File: src/rtl/hazard_ctrl_if.sv
// hazard_ctrl_if: pipeline-side hazard inputs and stall/flush/mul-div outputs
interface hazard_ctrl_if;
  logic [4:0] IF_ID_Rs;
  logic [4:0] IF_ID_Rt;
  logic       ID_Branch;
  logic       Branch_Taken;
  logic       ID_EX_MemRead;
  logic       ID_EX_RegWrite;
  logic [4:0] ID_EX_Rd;
  logic       EX_MEM_MemRead;
  logic [4:0] EX_MEM_Rd;
  logic       ID_MD_Op;
  logic       ID_HiLo_Read;
  logic       ID_EX_MD_Op;
  logic       PC_Write;
  logic       IF_ID_Write;
  logic       IF_ID_Flush;
  logic       ID_EX_Flush;
  logic       MD_Start;
  logic       MD_Busy;
  logic       MD_Done;
  modport master (
    output IF_ID_Rs, IF_ID_Rt, ID_Branch, Branch_Taken, ID_EX_MemRead, ID_EX_RegWrite,
           ID_EX_Rd, EX_MEM_MemRead, EX_MEM_Rd, ID_MD_Op, ID_HiLo_Read, ID_EX_MD_Op,
    input  PC_Write, IF_ID_Write, IF_ID_Flush, ID_EX_Flush, MD_Start, MD_Busy, MD_Done
  );
  modport slave (
    input  IF_ID_Rs, IF_ID_Rt, ID_Branch, Branch_Taken, ID_EX_MemRead, ID_EX_RegWrite,
           ID_EX_Rd, EX_MEM_MemRead, EX_MEM_Rd, ID_MD_Op, ID_HiLo_Read, ID_EX_MD_Op,
    output PC_Write, IF_ID_Write, IF_ID_Flush, ID_EX_Flush, MD_Start, MD_Busy, MD_Done
  );
endinterface

File: src/rtl/hazard_ctrl.sv
// hazard_ctrl: pipeline stall/flush control with optional mul/div busy tracker (HAZARD_CTRL_MULDIV_EN)
module hazard_ctrl #(
  parameter int MD_LAT = 32
) (
  input logic          clk,
  input logic          rst_n,
  hazard_ctrl_if.slave h
);
  logic rs_ex, rt_ex, rs_mem, rt_mem;
  logic load_use, br_alu, br_load, md_hz, stall;
  logic md_start, md_busy, md_done;
  assign rs_ex    = h.ID_EX_Rd != 5'd0 && h.ID_EX_Rd == h.IF_ID_Rs;
  assign rt_ex    = h.ID_EX_Rd != 5'd0 && h.ID_EX_Rd == h.IF_ID_Rt;
  assign rs_mem   = h.EX_MEM_Rd != 5'd0 && h.EX_MEM_Rd == h.IF_ID_Rs;
  assign rt_mem   = h.EX_MEM_Rd != 5'd0 && h.EX_MEM_Rd == h.IF_ID_Rt;
  assign load_use = h.ID_EX_MemRead && (rs_ex || rt_ex);
  assign br_alu   = h.ID_Branch && h.ID_EX_RegWrite && (rs_ex || rt_ex);
  assign br_load  = h.ID_Branch && h.EX_MEM_MemRead && (rs_mem || rt_mem);
  assign stall    = load_use || br_alu || br_load || md_hz;
`ifdef HAZARD_CTRL_MULDIV_EN
  typedef enum logic {IDLE, BUSY} md_state_t;
  md_state_t  state_q, state_d;
  logic [5:0] md_cnt_q, md_cnt_d;
  logic       unused_clk;
  assign unused_clk = 1'b0;
  // mul/div state and countdown register, cleared immediately on reset
  always_ff @(posedge clk or negedge rst_n) begin
    if (!rst_n) begin
      state_q  <= IDLE;
      md_cnt_q <= 6'd0;
    end else begin
      state_q  <= state_d;
      md_cnt_q <= md_cnt_d;
    end
  end
  // start in IDLE, count down while BUSY, pulse done on the last busy cycle
  always_comb begin
    state_d  = state_q;
    md_cnt_d = md_cnt_q;
    md_start = rst_n && state_q == IDLE && h.ID_EX_MD_Op;
    md_busy  = state_q == BUSY;
    md_done  = md_busy && md_cnt_q == 6'd0;
    if (md_start) begin
      state_d  = BUSY;
      md_cnt_d = 6'(MD_LAT - 1);
    end else if (md_busy) begin
      state_d  = md_done ? IDLE : BUSY;
      md_cnt_d = md_done ? 6'd0 : md_cnt_q - 6'd1;
    end
  end
  assign md_hz = md_busy && (h.ID_MD_Op || h.ID_HiLo_Read);
`else
  logic unused_md;
  assign unused_md = ^{clk, h.ID_MD_Op, h.ID_HiLo_Read, h.ID_EX_MD_Op, 6'(MD_LAT)};
  assign md_start  = 1'b0;
  assign md_busy   = 1'b0;
  assign md_done   = 1'b0;
  assign md_hz     = 1'b0;
`endif
  // stall beats taken-branch flush; reset holds the front end frozen and flushed
  always_comb begin
    h.PC_Write    = rst_n && !stall;
    h.IF_ID_Write = rst_n && !stall;
    h.IF_ID_Flush = !rst_n || (!stall && h.Branch_Taken);
    h.ID_EX_Flush = !rst_n || stall;
    h.MD_Start    = md_start;
    h.MD_Busy     = md_busy;
    h.MD_Done     = md_done;
  end
endmodule

File: src/flat_wrapper.sv
// flat-port wrapper written by rule: the top's interface ports become plain ports
module hazard_ctrl_flat 
#(
  parameter int MD_LAT = 32
)
  (clk, rst_n, h_IF_ID_Rs, h_IF_ID_Rt, h_ID_Branch, h_Branch_Taken, h_ID_EX_MemRead, h_ID_EX_RegWrite, h_ID_EX_Rd, h_EX_MEM_MemRead, h_EX_MEM_Rd, h_ID_MD_Op, h_ID_HiLo_Read, h_ID_EX_MD_Op, h_PC_Write, h_IF_ID_Write, h_IF_ID_Flush, h_ID_EX_Flush, h_MD_Start, h_MD_Busy, h_MD_Done);
  hazard_ctrl_if h_i ();
  input logic clk;
  input logic rst_n;
  input wire logic [$bits(h_i.IF_ID_Rs)-1:0] h_IF_ID_Rs;
  input wire logic [$bits(h_i.IF_ID_Rt)-1:0] h_IF_ID_Rt;
  input wire logic [$bits(h_i.ID_Branch)-1:0] h_ID_Branch;
  input wire logic [$bits(h_i.Branch_Taken)-1:0] h_Branch_Taken;
  input wire logic [$bits(h_i.ID_EX_MemRead)-1:0] h_ID_EX_MemRead;
  input wire logic [$bits(h_i.ID_EX_RegWrite)-1:0] h_ID_EX_RegWrite;
  input wire logic [$bits(h_i.ID_EX_Rd)-1:0] h_ID_EX_Rd;
  input wire logic [$bits(h_i.EX_MEM_MemRead)-1:0] h_EX_MEM_MemRead;
  input wire logic [$bits(h_i.EX_MEM_Rd)-1:0] h_EX_MEM_Rd;
  input wire logic [$bits(h_i.ID_MD_Op)-1:0] h_ID_MD_Op;
  input wire logic [$bits(h_i.ID_HiLo_Read)-1:0] h_ID_HiLo_Read;
  input wire logic [$bits(h_i.ID_EX_MD_Op)-1:0] h_ID_EX_MD_Op;
  output wire logic [$bits(h_i.PC_Write)-1:0] h_PC_Write;
  output wire logic [$bits(h_i.IF_ID_Write)-1:0] h_IF_ID_Write;
  output wire logic [$bits(h_i.IF_ID_Flush)-1:0] h_IF_ID_Flush;
  output wire logic [$bits(h_i.ID_EX_Flush)-1:0] h_ID_EX_Flush;
  output wire logic [$bits(h_i.MD_Start)-1:0] h_MD_Start;
  output wire logic [$bits(h_i.MD_Busy)-1:0] h_MD_Busy;
  output wire logic [$bits(h_i.MD_Done)-1:0] h_MD_Done;
  assign h_i.IF_ID_Rs = h_IF_ID_Rs;
  assign h_i.IF_ID_Rt = h_IF_ID_Rt;
  assign h_i.ID_Branch = h_ID_Branch;
  assign h_i.Branch_Taken = h_Branch_Taken;
  assign h_i.ID_EX_MemRead = h_ID_EX_MemRead;
  assign h_i.ID_EX_RegWrite = h_ID_EX_RegWrite;
  assign h_i.ID_EX_Rd = h_ID_EX_Rd;
  assign h_i.EX_MEM_MemRead = h_EX_MEM_MemRead;
  assign h_i.EX_MEM_Rd = h_EX_MEM_Rd;
  assign h_i.ID_MD_Op = h_ID_MD_Op;
  assign h_i.ID_HiLo_Read = h_ID_HiLo_Read;
  assign h_i.ID_EX_MD_Op = h_ID_EX_MD_Op;
  assign h_PC_Write = h_i.PC_Write;
  assign h_IF_ID_Write = h_i.IF_ID_Write;
  assign h_IF_ID_Flush = h_i.IF_ID_Flush;
  assign h_ID_EX_Flush = h_i.ID_EX_Flush;
  assign h_MD_Start = h_i.MD_Start;
  assign h_MD_Busy = h_i.MD_Busy;
  assign h_MD_Done = h_i.MD_Done;
  hazard_ctrl #(.MD_LAT(MD_LAT)) u_core (.clk(clk), .rst_n(rst_n), .h(h_i));
endmodule
File: config.mk
export PLATFORM = sky130hd
export DESIGN_NAME = hazard_ctrl_flat
export DESIGN_NICKNAME = d
export VERILOG_FILES = /design/src/rtl/hazard_ctrl_if.sv /design/src/rtl/hazard_ctrl.sv /design/src/flat_wrapper.sv
export SDC_FILE = /design/constraint.sdc
export NUM_CORES = 1
export LEC_CHECK = 0
export ABC_AREA = 1
export CAP_MARGIN = 5
export CORE_UTILIZATION = 34
export DETAILED_ROUTE_END_ITERATION = 7
export PLACE_DENSITY = 0.85
export SYNTH_ARGS = -nofsm -noshare
export SYNTH_HDL_FRONTEND = slang
export SYNTH_SLANG_ARGS = --single-unit
export TNS_END_PERCENT = 30
File: constraint.sdc
create_clock -name vclk -period 1.1
set_input_delay 0.22 -clock vclk [all_inputs]
set_output_delay 0.22 -clock vclk [all_outputs]
set_load 0.02 [all_outputs]
==> flow_summary.toml <==
[global_route]
grt_pass1_wl_mm = 2.13
grt_pass1_vias = 569
gr-usage-all-layers_pct = 20.3
overflow = 0
antenna_found_initial = 0
grt_max_degree = 5

[sta]
drv_slew = 0
min_period_over_period_pct = 123
fmax_mhz = 742
tns_ns = -0.986
fin_ws_ns = -0.248
min_period_ns = 1.35
rsz0062_at_grt = "yes"
hold_slack_ns = 1.04
hold_viol = 0
setup_violations = 4

[critical_path]
cp.arrival_ns = 1.13
critPathKind = "in2out"
crit_path_start_kind = "input port"
critPathCaptureType = "primary output"
path_delay_family = "simple AND/OR/NAND/NOR gates"
critPathBufInv = 4
path_max_fanout = 4
max_stage_delay_ns = 0.11
cp.required_ns = 0.88
path_cells = "buf_6, nand2_2, inv_1, nor2_1, nor2_2, nand3_1, nand2_1, nand2_2, nand3_4, inv_4, buf_6"
worst_path_max_delay_cell = "buf_6"

[placed_design]
postPlaceCellArea_um2 = 791
gp_congestion = 0.819
io_buffers = 30
dp_hpwl_mm = 1.16

[floorplanning]
design.core.area_mm2 = 0.00116
ioPinCount = 37
start_util_pct = 38.3
dieArea_mm2 = 0.00145
rows = 12
die_h_um = 38.1
die_x_um = 38.1

[status]
status = "complete, but fails checks"
violations = "negative setup slack"

[drt]
drtAntennaViolNets = 0
drt_iter0_markers = 7
detail_route.vias_per_cell = 4.43
drcViolationCount = 0
vias = 651
wl_per_cell_um = 9.95
dr.pass1.iters = 4
finalWirelength_mm = 1.46

[cells_and_area]
seq_cells = 0
post-route-util_pct = 75.1
nNetsFinal = 165
antenna_cells = 0
drive_gt1_share_pct = 48.9
layout_commonest_cell = "nand2_1"
seq_area_um2 = 0
clkbuf_count = 0
area_growth_pct = 96.0
mostFrequentLayoutCells = "nand2_1 (32), buf_6 (16), nand2_2 (14)"
fin_area_um2 = 868

[synth]
synthTopCellsByArea = "nand2_1 (38%), inv_1 (16%), nor2_1 (9.3%)"
synth_top_area_share_pct = 38.1
syn_inst = 101
ys_seq_area_share_pct = 0
syn_area_um2 = 443
synth_top_area_cell = "nand2_1"
syn_avg_cell_area_um2 = 4.39
yosys_warnings = 0
synth_cell_type_count = 14

[cts]
post_cts_buffers = 0

[hold_path]
holdPathStages = 8
hp-start = "h_ID_EX_Rd[1]"
holdCritPathClass = "in2out"
hold_end = "h_ID_EX_Flush"

[flow_run]
drv_cap = 0

[power_and_ir_drop]
p_leak_nw = 0.506
p_total_mw = 0.344
ir_drop_uv = 186
power_density_mw_per_mm2 = 397
## report_power, final
group          switching [mW]  internal (mW)
sequential                  0              0
combinational           0.170          0.174
clock                       0              0
total                   0.170          0.174
## Yosys cell counts
master,count
buf_4,4
xor2_1,1
nand2_2,1
o21ai_1,1
nand2_1,45
nor3_1,2
nand3_1,8
a21oi_1,1
nor2_1,11
inv_1,19
conb_1,1
xnor2_1,4
nand3_2,1
inv_2,2
## cell families after synthesis
family,Yosys count,share of synthesized area [%]
compound gates,2,2.26
simple gates,68,62.4
xor+xnor,5,9.89
other cells,1,0.847
buf+inv,25,24.6
## routing by layer
metal | track usage (%) | vias to the layer above | part of all wire, % | routed length (µm)
li1 | - | 353 | - | -
met1 | 22.2 | 275 | 42 | 618
met2 | 43.6 | 23 | 53 | 776
met3 | 0.581 | 0 | 4.6 | 67
met4 | 0 | 0 | 0 | 0
met5 | 0 | - | 0 | 0
## final cells by class
type	count	area, µm²
Multi-Input combinational cell	78	427
Timing Repair Buffer	34	335
Fill cell	100	288
Tap cell	14	17.5
Inverter	21	88.8
## timing repair
action                                  4_1_cts  5_1_grt
hold buffers                                  0        0
resized for setup                           134       37
pin swaps                                    23       24
endpoints found under the setup margin        4        4
## worst max-delay path by stage
stage / start / endpoint / cells after the start
floorplan: h_ID_EX_Rd[1] / h_PC_Write / 8
global placement: h_EX_MEM_Rd[4] / h_ID_EX_Flush / 10
detailed placement: h_ID_EX_Rd[4] / h_ID_EX_Flush / 10
CTS: h_IF_ID_Rt[3] / h_IF_ID_Write / 11
global route: h_IF_ID_Rt[4] / h_IF_ID_Flush / 11
finish: h_ID_EX_Rd[3] / h_IF_ID_Write / 11
## worst min-delay path: cells and delay by family
kind	cells	cell delay (ns)
and+or+nand+nor	4	0.26
AOI/OAI and AO/OA	1	0.05
buffers and inverters	3	0.28
## metrics by stage
step,std cells,setup WS [ns]
2_1_floorplan,103,-0.105
3_3_place_gp,147,-1.10
3_5_place_dp,147,-1.17
4_1_cts,147,-0.238
5_1_grt,147,-0.314
6_report,147,-0.248
Note: power is estimated with default switching activity, not from simulation.
